<file path="src/rtl/alu_seq_exec.sv">
// Sequential execute-stage ALU: single-cycle logic/arithmetic ops and
// bit-serial shifts, with a valid/ready handshake on both sides.
`timescale 1ns/1ps
module alu_seq_exec #(
  parameter int unsigned DATA_WIDTH = 32,
  parameter int unsigned SHAMT_W    = $clog2(DATA_WIDTH)
) (
  input  logic                  clk,
  input  logic                  reset,
  input  logic                  in_valid,
  output logic                  in_ready,
  input  logic [3:0]            Operation,
  input  logic [DATA_WIDTH-1:0] SrcA,
  input  logic [DATA_WIDTH-1:0] SrcB,
  output logic                  out_valid,
  input  logic                  out_ready,
  output logic [DATA_WIDTH-1:0] ALUResult,
  output logic                  Zero
);

  localparam int unsigned DW = DATA_WIDTH;

  typedef enum logic [1:0] {ST_IDLE, ST_SHIFT, ST_DONE} state_e;
  typedef enum logic [1:0] {SH_SRL, SH_SLL, SH_SRA} shift_e;

  state_e              state_q;
  shift_e              sh_op_q;
  shift_e              sh_op_c;
  logic [SHAMT_W-1:0]  count_q;
  logic [DW-1:0]       sh_q;
  logic [DW-1:0]       result_q;
  logic                zero_q;
  logic                in_ready_q;
  logic                out_valid_q;

  logic [SHAMT_W-1:0]  shamt_c;
  logic                is_shift_c;
  logic [DW-1:0]       alu_c;
  logic [DW-1:0]       sh_step_c;

  assign shamt_c = SrcB[SHAMT_W-1:0];

  // Single-cycle result; shifts only reach here with a zero shift amount.
  always_comb begin
    alu_c      = '0;
    is_shift_c = 1'b0;
    sh_op_c    = SH_SRL;
    case (Operation)
      4'b0000: alu_c = SrcA & SrcB;
      4'b0001: alu_c = SrcA | SrcB;
      4'b0010: alu_c = SrcA + SrcB;
      4'b0011: alu_c = SrcA - SrcB;
      4'b0100: alu_c = SrcA ^ SrcB;
      4'b0101: begin alu_c = SrcA; is_shift_c = 1'b1; sh_op_c = SH_SRL; end
      4'b0110: begin alu_c = SrcA; is_shift_c = 1'b1; sh_op_c = SH_SLL; end
      4'b0111: begin alu_c = SrcA; is_shift_c = 1'b1; sh_op_c = SH_SRA; end
      4'b1000: alu_c = DW'(SrcA == SrcB);
      4'b1010: alu_c = SrcB;
      4'b1100,
      4'b1110: alu_c = DW'($signed(SrcA) < $signed(SrcB));
      default: alu_c = '0;
    endcase
  end

  // One-bit shift step of the iterating shift register.
  always_comb begin
    sh_step_c = sh_q;
    case (sh_op_q)
      SH_SRL:  sh_step_c = {1'b0, sh_q[DW-1:1]};
      SH_SLL:  sh_step_c = {sh_q[DW-2:0], 1'b0};
      SH_SRA:  sh_step_c = {sh_q[DW-1], sh_q[DW-1:1]};
      default: sh_step_c = sh_q;
    endcase
  end

  always_ff @(posedge clk) begin
    if (reset) begin
      state_q     <= ST_IDLE;
      sh_op_q     <= SH_SRL;
      count_q     <= '0;
      sh_q        <= '0;
      result_q    <= '0;
      zero_q      <= 1'b1;
      in_ready_q  <= 1'b1;
      out_valid_q <= 1'b0;
    end else begin
      case (state_q)
        ST_IDLE: begin
          if (in_valid) begin
            in_ready_q <= 1'b0;
            if (is_shift_c && (shamt_c != '0)) begin
              sh_q    <= SrcA;
              sh_op_q <= sh_op_c;
              count_q <= shamt_c;
              state_q <= ST_SHIFT;
            end else begin
              result_q    <= alu_c;
              zero_q      <= (alu_c == '0);
              out_valid_q <= 1'b1;
              state_q     <= ST_DONE;
            end
          end
        end
        ST_SHIFT: begin
          sh_q    <= sh_step_c;
          count_q <= count_q - SHAMT_W'(1);
          if (count_q == SHAMT_W'(1)) begin
            result_q    <= sh_step_c;
            zero_q      <= (sh_step_c == '0);
            out_valid_q <= 1'b1;
            state_q     <= ST_DONE;
          end
        end
        ST_DONE: begin
          if (out_ready) begin
            out_valid_q <= 1'b0;
            in_ready_q  <= 1'b1;
            state_q     <= ST_IDLE;
          end
        end
        default: begin
          state_q     <= ST_IDLE;
          in_ready_q  <= 1'b1;
          out_valid_q <= 1'b0;
        end
      endcase
    end
  end

  assign in_ready  = in_ready_q;
  assign out_valid = out_valid_q;
  assign ALUResult = result_q;
  assign Zero      = zero_q;

endmodule

</file>
<file path="config.mk">
export PLATFORM = sky130hd
export DESIGN_NAME = alu_seq_exec
export DESIGN_NICKNAME = d
export VERILOG_FILES = /design/src/rtl/alu_seq_exec.sv
export SDC_FILE = /design/constraint.sdc
export NUM_CORES = 1
export LEC_CHECK = 0
export CORE_MARGIN = 2
export CORE_UTILIZATION = 35
export DETAILED_ROUTE_END_ITERATION = 10
export GPL_TIMING_DRIVEN = 0
export HOLD_SLACK_MARGIN = 0.15
export PLACE_DENSITY = 0.53
export REMOVE_ABC_BUFFERS = 1
export SETUP_SLACK_MARGIN = 0.02
export SLEW_MARGIN = 10
export SYNTH_ARGS = -nofsm -noshare
export SYNTH_HDL_FRONTEND = slang
export SYNTH_SLANG_ARGS = --single-unit
</file>
<file path="constraint.sdc">
create_clock -name clk -period 6.5 [get_ports clk]
set_input_delay 1.3 -clock clk [delete_from_list [all_inputs] [get_ports clk]]
set_output_delay 1.3 -clock clk [all_outputs]
set_load 0.02 [all_outputs]
</file>
==> metrics, run 1 <==
initial antenna violation count=0; CP Max Fanout=7; crit path launch type=input port; die area=about 32,000 µm²; core footprint=between 30,000 and 40,000 µm²; CTS root buf=clkbuf_16; Leakage Power=roughly 0.0047 µW; RR Endpoint=Zero; PortBufs=~110; Peak VDD IR=roughly 110 µV; largest net degree at the start of global routing=86; EDFF count, synth=0; Reg2Reg Setup Slack=1.95 ns; Num Clock Sinks=76; Final Hold Viols=0; Worst slew margin=between 10% and 20%; hold buffers post-CTS=0; share of layout cells above drive strength 1=under 10%; design area=approximately 12,000 µm²; die width=~180 µm; Tot GR Track Use=26.35%; Mean Syn Cell Area=about 6.8 µm²; Crit Reg-Reg Startpoint=state_q[1]; Cells after Synth=1,582; CP required=6.76 ns; clock slew at reported path FFs=~0.06 ns; Slowest cell on crit path=clkdlybuf4s50_1; average wire per standard cell=~22 µm; ys async rst share=0%; #FFs+latches synth=76; worst skew pair latency=between 0.3 and 0.4 ns; Slew Viols, Final=0; row cnt=64; # IOs=107; Initial Util=35.35%; Setup WS pre-CTS=-0.7586 ns; Distinct cells, synth=85; H-tree levels=3; Period minus WS final=about 6.0 ns; Hold WC Path Type=reg2reg; CTS Buf Count=9; nets@finish=between 1,500 and 2,000; Remaining Overflow, GRT=0; worst setup margin=between 0.4 and 0.5 ns; Critical Path Sink=Zero; DR pass1 iterations=5; CP Class=in2reg; Final ANT Viol Nets=0; GP Congestion=0.9429; CP Launch Point=SrcB[1]; area added between synthesis and finish=15.29%; max frequency=approximately 170 MHz; Detailed Route Iter0 Violations=1,267; Pwr Density=between 150 and 200 nW/µm²; hpwl dp=about 32,000 µm; Reg2Reg Depth=11; share of Yosys cell area claimed by the top area cell type=between 10% and 20%; fin crit share=between 90% and 100%; Final setup viols=0; CP Data Arrival Time=roughly 6.3 ns; Post-Syn Area=around 11,000 µm²; most common cell after layout, fill and taps aside=nor2_1; crit path cell chain=clkdlybuf4s50_1, inv_1, ha_1, nor2_1, o311ai_1, a31oi_1, a21bo_2, a211oi_1, o2111a_1, nor4b_1, nand4b_1, nor4_1, nand4_1, o211ai_1; Seq/Total Area, Yosys=between 10% and 20%; Ys Warns=0; Worst Tran Pin Value=about 1.3 ns; Final Non-Filler Cells=about 2,000; post-DR vias/cell=6.123; Area contributors post-synth=dfxtp_1 14%, ha_1 13%, a21oi_1 8.3%, nor2_1 6.4%, nand2_1 5.4%; max cap viols=0; DRC Markers=0; Setup Skew=about 0.0084 ns; commonest non-fill, non-tap cells in the layout=180 x nor2_1, 177 x a21oi_1, 153 x nand2_1, 110 x ha_1, 104 x inv_1; post-synth top area cell=dfxtp_1; placed cell areas=12,090 µm²; CTS tree=done; crit path capture type=flip-flop; Total Wirelength=around 43,000 µm; status=complete, no violations; dpl cells=between 1,500 and 2,000; vias post-DR=12,250; vias in the first global route=11,200; global-route wire length before repair=around 65,000 µm; Top FF cell, synth=dfxtp_1; maximum root-to-sink buffer count=2; CP peak stage delay=roughly 0.69 ns; Die Span Y=179.1 µm; RSZ-0062 raised after global routing=false
-- power by group --
| part | internal, µW | total (µW) | switching, µW |
|---|---|---|---|
| sequential | 504 | 534 | 30.6 |
| combinational | 333 | 901 | 568 |
| clock | 277 | 474 | 197 |
-- cell families after synthesis --
group	count (synthesis)	synth area share (%)
AOI/OAI and AO/OA	569	34.94
xor gates and xnor gates	4	0.3265
adders and majority gates	112	13.20
buffers and inverters	223	8.128
DFF	76	14.18
muxes	52	4.875
and+or+nand+nor	546	24.35
-- sequential cells by signal, indices dropped and copies added (netlist names) --
signal / cells
sh_q: 32
in_ready: 1
sh_op_q: 2
state_q: 2
ALUResult: 32
Zero: 1
out_valid: 1
count_q: 5
-- how the worst min path moves through the flow --
stage          cells past startpoint           from       endpoint  slack, ns
2_1_floorplan                      2     count_q[4]     count_q[4]       0.45
3_3_place_gp                       2  ALUResult[24]  ALUResult[24]       0.44
3_5_place_dp                       2  ALUResult[19]  ALUResult[19]       0.44
4_1_cts                            2  ALUResult[19]  ALUResult[19]       0.45
5_1_grt                            2  ALUResult[25]  ALUResult[25]       0.47
6_report                           2  ALUResult[19]  ALUResult[19]       0.45
-- metrics by stage --
step,TNS (ns),utilization [%],total power (µW),hold slack [ns]
3_3_place_gp,-219.82,38.92,1412,0.4392
4_1_cts,0,40.77,1905,0.4517
5_1_grt,0,40.75,2017,0.4682
6_report,0,40.76,1909,0.4478
2_1_floorplan,0,-,1080,0.4487
3_5_place_dp,-0.7586,39.85,1426,0.4434
-- metal layers --
layer  routed length, µm  track usage (%)  share of wire [%]
met5                   0                0                  0
met4                1787            10.67                4.2
met3                2450            3.159                5.7
met2               19200            42.15                 45
met1               19580            35.80                 46
-- cell type report --
type | instances | area, µm²
Fill cell | 3213 | 17980
Multi-Input combinational cell | 1283 | 8421
Sequential cell | 76 | 1524
Timing Repair Buffer | 123 | 1259
Tap cell | 396 | 495.5
Inverter | 106 | 397.9
Clock buffer | 13 | 260.3
Clock inverter | 2 | 10.01
Antenna cell | 1 | 2.502
-- synthesized netlist by cell type (all sizes together) (9+ instances only) --
cell type,count
clkbuf,88
nand2,153
mux2i,50
a21o,21
nand3,23
o21ai,110
ha,110
nor3,37
o31ai,13
o221ai,11
dfxtp,76
a22oi,9
nor2b,17
a31oi,22
nor4,23
a211oi,56
nor2,183
buf,29
nand4,25
inv,105
o21bai,15
a221oi,11
nand2b,14
o221a,10
o211ai,23
a21oi,177
-- worst max-delay path: cells and delay by family --
| family | cells | cell delay, ns |
|---|---|---|
| compound gates | 6 | 2.26 |
| simple gates | 5 | 1.46 |
| buf+inv | 2 | 0.88 |
| fa+ha+maj | 1 | 0.40 |
-- what timing repair did --
| action | 4_1_cts | 5_1_grt |
|---|---|---|
| setup endpoints to repair | 1 | 0 |
| gates resized for setup | 2 | 0 |
| buffers inserted | 0 | 0 |
(Power assumes the default switching activity.)
==> run 2: changes to the inputs <==
DONT_BUFFER_PORTS = 1   (was not set)
GPL_ROUTABILITY_DRIVEN = 1   (was not set)
HOLD_SLACK_MARGIN = not set   (was 0.15)
PLACE_DENSITY = 0.49   (was 0.53)
==> metrics, run 2 (same netlist as run 1, synthesis figures left out) <==
post-CTS setup buffers=0 (unchanged); CP Launch Point=Operation[3] (was SrcB[1]); Reg2Reg Setup Slack=2.01 ns (was 1.95 ns); Switching Fraction=39.33% (was 41.70%); Initial Util=35.35% (unchanged); Period minus WS final=5.683 ns (was 6.034 ns); CP Class=in2reg (unchanged); max frequency=176.0 MHz (was 165.7 MHz); DRC Markers=0 (unchanged); row cnt=64 (unchanged); Tot GR Track Use=26.83% (was 26.35%); Reg2Reg Depth=11 (unchanged); hold buffers post-CTS=0 (unchanged); CTS tree=done (unchanged); Num Clock Sinks=76 (unchanged); Slew Viols, Final=0 (unchanged); Detailed Route Iter0 Violations=1,122 (was 1,267); status=complete, no violations (unchanged); largest net degree at the start of global routing=86 (unchanged); Remaining Overflow, GRT=0 (unchanged); CTS root buf=clkbuf_16 (unchanged); worst skew pair latency=0.34 ns (about the same); die area=32,070 µm² (unchanged); crit path launch type=input port (unchanged); Leakage Power=0.004316 µW (was 0.004687 µW); hold-critical path depth=2 (unchanged); fin crit share=87.44% (was 92.83%); Total Wirelength=43,580 µm (was 43,020 µm); most common cell after layout, fill and taps aside=nor2_1 (unchanged); nets@finish=1,677 (was 1,783); # IOs=107 (unchanged); commonest non-fill, non-tap cells in the layout=180 x nor2_1, 177 x a21oi_1, 153 x nand2_1, 110 x ha_1, 104 x inv_1 (unchanged); Psw=748.0 µW (was 796.2 µW); Setup Skew=0.008655 ns (was 0.008427 ns); Internal=1154 µW (was 1113 µW); max cap viols=0 (unchanged); Hold WC Path Type=reg2reg (unchanged); Worst slew margin=13.23% (was 12.69%); average wire per standard cell=22.99 µm (was 21.51 µm); die width=179.1 µm (unchanged); vias post-DR=11,720 (was 12,250); Final Hold Viols=0 (unchanged); sequential share of power=29.6% (was 28.0%); Crit Reg-Reg Startpoint=state_q[1] (unchanged); initial antenna violation count=0 (unchanged); Final Non-Filler Cells=1,895 (was 2,000); maximum root-to-sink buffer count=2 (unchanged); Die Span Y=179.1 µm (unchanged); DR pass1 iterations=5 (unchanged); GP Congestion=0.9229 (was 0.9429); Final ANT Viol Nets=0 (unchanged); share of layout cells above drive strength 1=4.940% (was 4.803%); Pwr Density=166.7 nW/µm² (was 154.4 nW/µm²); RR Endpoint=Zero (unchanged); CTS Buf Count=9 (unchanged); CP Max Fanout=34 (was 7); H-tree levels=3 (unchanged); Peak VDD IR=120.6 µV (was 112.0 µV); CP required=6.77 ns (was 6.76 ns); post-DR vias/cell=6.184 (was 6.123); vias in the first global route=10,840 (was 11,200); area added between synthesis and finish=6.355% (was 15.29%); Worst Tran Pin Value=1.297 ns (was 1.305 ns); dpl cells=1,878 (was 1,984); Final setup viols=0 (unchanged); Critical Path Sink=Zero (unchanged); clock slew at reported path FFs=0.07 ns (was 0.06 ns); clock group share of total power=31.7% (was 24.8%); CP Data Arrival Time=5.95 ns (was 6.30 ns); global-route wire length before repair=65,810 µm (was 65,480 µm); hpwl dp=32,790 µm (was 32,180 µm); Combinational Power Share=38.8% (was 47.2%); RSZ-0062 raised after global routing=false (unchanged); PortBufs=0 (was 106); core footprint=30,350 µm² (unchanged); CTS resizes=0 (was 2); hold_ws=0.4964 ns (was 0.4478 ns); crit path capture type=flip-flop (unchanged)
## run 2: cell count changes in the layout (fill, tap and decap cells not counted), moves of 2 or more
| cell | before | now |
|---|---|---|
| buf_6 | 2 | 4 |
| buf_2 | 4 | 0 |
| clkdlybuf4s50_1 | 101 | 0 |
| bufinv_16 | 0 | 3 |
| clkbuf_1 | 2 | 0 |
| buf_4 | 9 | 7 |
## run 2: worst max-delay path, stage by stage
cell and delay [ns]:
nand2b_1 0.72, nor2_1 0.57, a2111oi_0 0.85, o31ai_1 0.18
a211oi_1 0.50, o2111a_1 0.32, nor4b_1 0.51, nand4b_1 0.25
nor4_1 0.37, nand4_1 0.18, o211ai_1 0.19
## run 2: per-stage QoR
stage / instance area, µm² / setup WS (ns) / utilization [%] / setup TNS [ns] / power, µW
global placement: 10750 / -2.883 / 35.42 / -80.27 / 1282
global route: 11410 / 0.5502 / 37.59 / 0 / 2010
CTS: 11410 / 0.9581 / 37.59 / 0 / 1898
floorplan: 10250 / 0.9334 / - / 0 / 1080
detailed placement: 11060 / 0.6445 / 36.44 / 0 / 1293
finish: 11410 / 0.8167 / 37.60 / 0 / 1902
## run 2: power by group through the flow
stage / Sequential (µW) / Clock [µW] / Combinational, µW
finish: 563 / 602 / 737
global route: 569 / 633 / 809
CTS: 563 / 611 / 724
detailed placement: 574 / 0 / 720
global placement: 573 / 0 / 709
floorplan: 562 / 0 / 518
## run 2: final cells by class
cell class	instances	area (µm²)
fillers	3256	18940
multi-input cells	1283	8413
flip-flops and latches	76	1524
well taps	396	495.5
inverters	106	397.9
clock buffers	10	239.0
repair buffers	17	227.7
clock inverters	6	111.4
diodes	1	2.502
## run 2: worst min-delay path by stage
stage / from / end / slack (ns)
floorplan: count_q[4] / count_q[4] / 0.45
global placement: count_q[4] / count_q[4] / 0.47
detailed placement: count_q[4] / count_q[4] / 0.47
CTS: count_q[4] / count_q[4] / 0.48
global route: count_q[4] / count_q[4] / 0.50
finish: count_q[4] / count_q[4] / 0.50
## run 2: layer usage
layer / vias up / track usage [%] / part of all wire (%)
li1: 5622 / - / -
met1: 5539 / 35.05 / 43
met2: 478 / 43.04 / 45
met3: 79 / 5.386 / 7.8
met4: 0 / 10.74 / 4.1
met5: - / 0 / 0
==> RTL change, RTL diff (settings of run 1) <==
Change the parameter `DATA_WIDTH` from 32 to 16.
--- a/src/rtl/alu_seq_exec.sv
+++ b/src/rtl/alu_seq_exec.sv
@@ -3,5 +3,5 @@
 `timescale 1ns/1ps
 module alu_seq_exec #(
-  parameter int unsigned DATA_WIDTH = 32,
+  parameter int unsigned DATA_WIDTH = 16,
   parameter int unsigned SHAMT_W    = $clog2(DATA_WIDTH)
 ) (
Interface: changed (resized ALUResult, SrcA and SrcB); port bits go from 107 to 59. The function was not compared with the original's and may differ.
==> RTL change against run 1 <==
- core utilization grew 0.084 points
- synthesized area shrank 51%
- maximum frequency grew 16%
- non-clock buffer count shrank 62
- final area shrank 50%
- worst setup slack gained 840 ps
- worst hold slack gained 0.87 ps
- sequential cell count shrank 33
- wire length shrank 57%
- count of clock-buffer cells in the layout shrank 7
- global-route usage shrank 3.6 points
- first-iteration DRC count shrank 64%
- die area shrank 50%
- total power shrank 46%
- critical path type unchanged
- critical endpoint is now ALUResult[8]
- largest cell class unchanged
- largest power group unchanged
==> RTL change: results (changes against run 1) <==
Run status
  • Result of the run: completed

Yosys
  • Cell count after synthesis: 749 (-53%)
  • Sequential cell area fraction in the yosys report: 0.162 (+0.0203)
  • Post-synth top flop: dfxtp_1
  • Cell types with the highest counts after synthesis: nor2_1, a21oi_1, ha_1
  • Top area cells in the synthesized netlist: dfxtp_1, ha_1, a21oi_1
  • Cell variety after synth: 80 (-5.9%)

Worst setup path
  • Setup slack of the worst register-to-register path: 4130 ps (+2180 ps)
  • Largest driver fanout on the critical path: 25 (+18)
  • Arrival time at the worst endpoint: 5410 ps (-890 ps)

STA
  • Fin Clk Skew: 8.75 ps (+0.326 ps)
  • Slew at the pin closest to its max-slew limit: 1090 ps (-211 ps)
  • Fin Hold WS: 449 ps (+0.875 ps)
  • Final critical-path share of the clock period: 0.799 (-0.130)

GRT
  • Overall fraction of global-route tracks in use: 0.228 (-0.0356)
  • Largest net degree at the start of global routing: 40 (-53%)
  • Global-route wire length before repair: 29,400 µm (-55%)
  • Vias in the first global route: 5,275 (-53%)

Cells and area
  • Final net count: 861 (-52%)
  • Antenna diode count: 0 (-1)
  • Fill cells: 1,563 (-51%)
  • Share of post-route cells with drive strength above 1: 0.0524 (+0.00439)
  • Area of all placed cells without fillers: 6140 µm² (-50%)
  • Number of standard cells in the layout, taps in and fillers out: 951 (-52%)

Placement
  • Count of buffers from port buffering: 58 (-45%)
  • Final weighted congestion in routability-driven placement: 0.904 (-4.1%)
  • Cell count after placement: 943 (-52%)
  • HPWL Detailed: 14,100 µm (-56%)
  • Worst setup slack before clock tree synthesis: 1120 ps (+1880 ps)
  • Area after DPL: 5950 µm² (-51%)

Clock tree
  • TritonCTS buffer count: 5 (-4)
  • H-tree levels: 2 (-1)
  • Clock Latency Late Sink: 290 ps (-50 ps)
  • Post-CTS resize count: 0 (-2)

Routing
  • Drt initial violations: 451 (-64%)
  • Via/cell ratio: 5.97 (-2.6%)

Pwr
  • Static leakage power: 2.36 nW (-50%)
  • Switching power total: 0.000373 W (-53%)
  • IR Drop Worst-Case VDD: 0.106 mV (-5.4%)
## RTL change: cell count changes after synthesis, sizes merged, moves of 28 or more
cell and change:
a211oi -28, ha -53, inv -50, clkbuf -52
nor2 -85, nand2 -109, o21ai -61, mux2i -29
dfxtp -33, a21oi -104
## RTL change: worst paths after layout
check             depth (start not counted)    startpoint            to
setup reg to reg                          7    state_q[0]          Zero
setup / recovery                          9  Operation[2]  ALUResult[8]
hold reg to reg                           2  ALUResult[1]  ALUResult[1]
hold / removal                            2  ALUResult[1]  ALUResult[1]
## RTL change: final cells by class
class / instances / share of cell area
clock inverter: 2 / 0.00978
clock buffer: 6 / 0.0210
tap: 188 / 0.0383
multi-input combinational: 596 / 0.657
inverter: 55 / 0.0336
timing repair buffer: 61 / 0.100
sequential: 43 / 0.140
## RTL change: worst max-delay path, stage by stage
cell and delay, ps:
clkdlybuf4s50_1 1190, nand2b_1 520, nor2_1 920, a221oi_1 250
nand2_1 150, or3b_2 440, o211ai_1 240, a211oi_1 170
nor3_1 200
## RTL change: power by group through the flow
| stage | combinational, W | sequential, W | clock (W) |
|---|---|---|---|
| 6_report | 0.000404 | 0.000302 | 0.000329 |
| 3_3_place_gp | 0.000392 | 0.000306 | 0 |
| 3_5_place_dp | 0.000399 | 0.000308 | 0 |
| 5_1_grt | 0.000445 | 0.000305 | 0.000344 |
| 2_1_floorplan | 0.000229 | 0.000318 | 0 |
| 4_1_cts | 0.000401 | 0.000302 | 0.000332 |
## RTL change: metal layers
layer | wire, µm | track usage
met5 | 0 | 0
met4 | 143 | 0.0362
met3 | 681 | 0.0126
met2 | 8810 | 0.395
met1 | 9030 | 0.319
## RTL change: cells by family after synthesis
group,share of synthesized area
simple gates,0.249
compound gates,0.316
buf+inv,0.0855
fa+ha+maj,0.142
flops,0.162
mux,0.0438
xor+xnor,0.00165
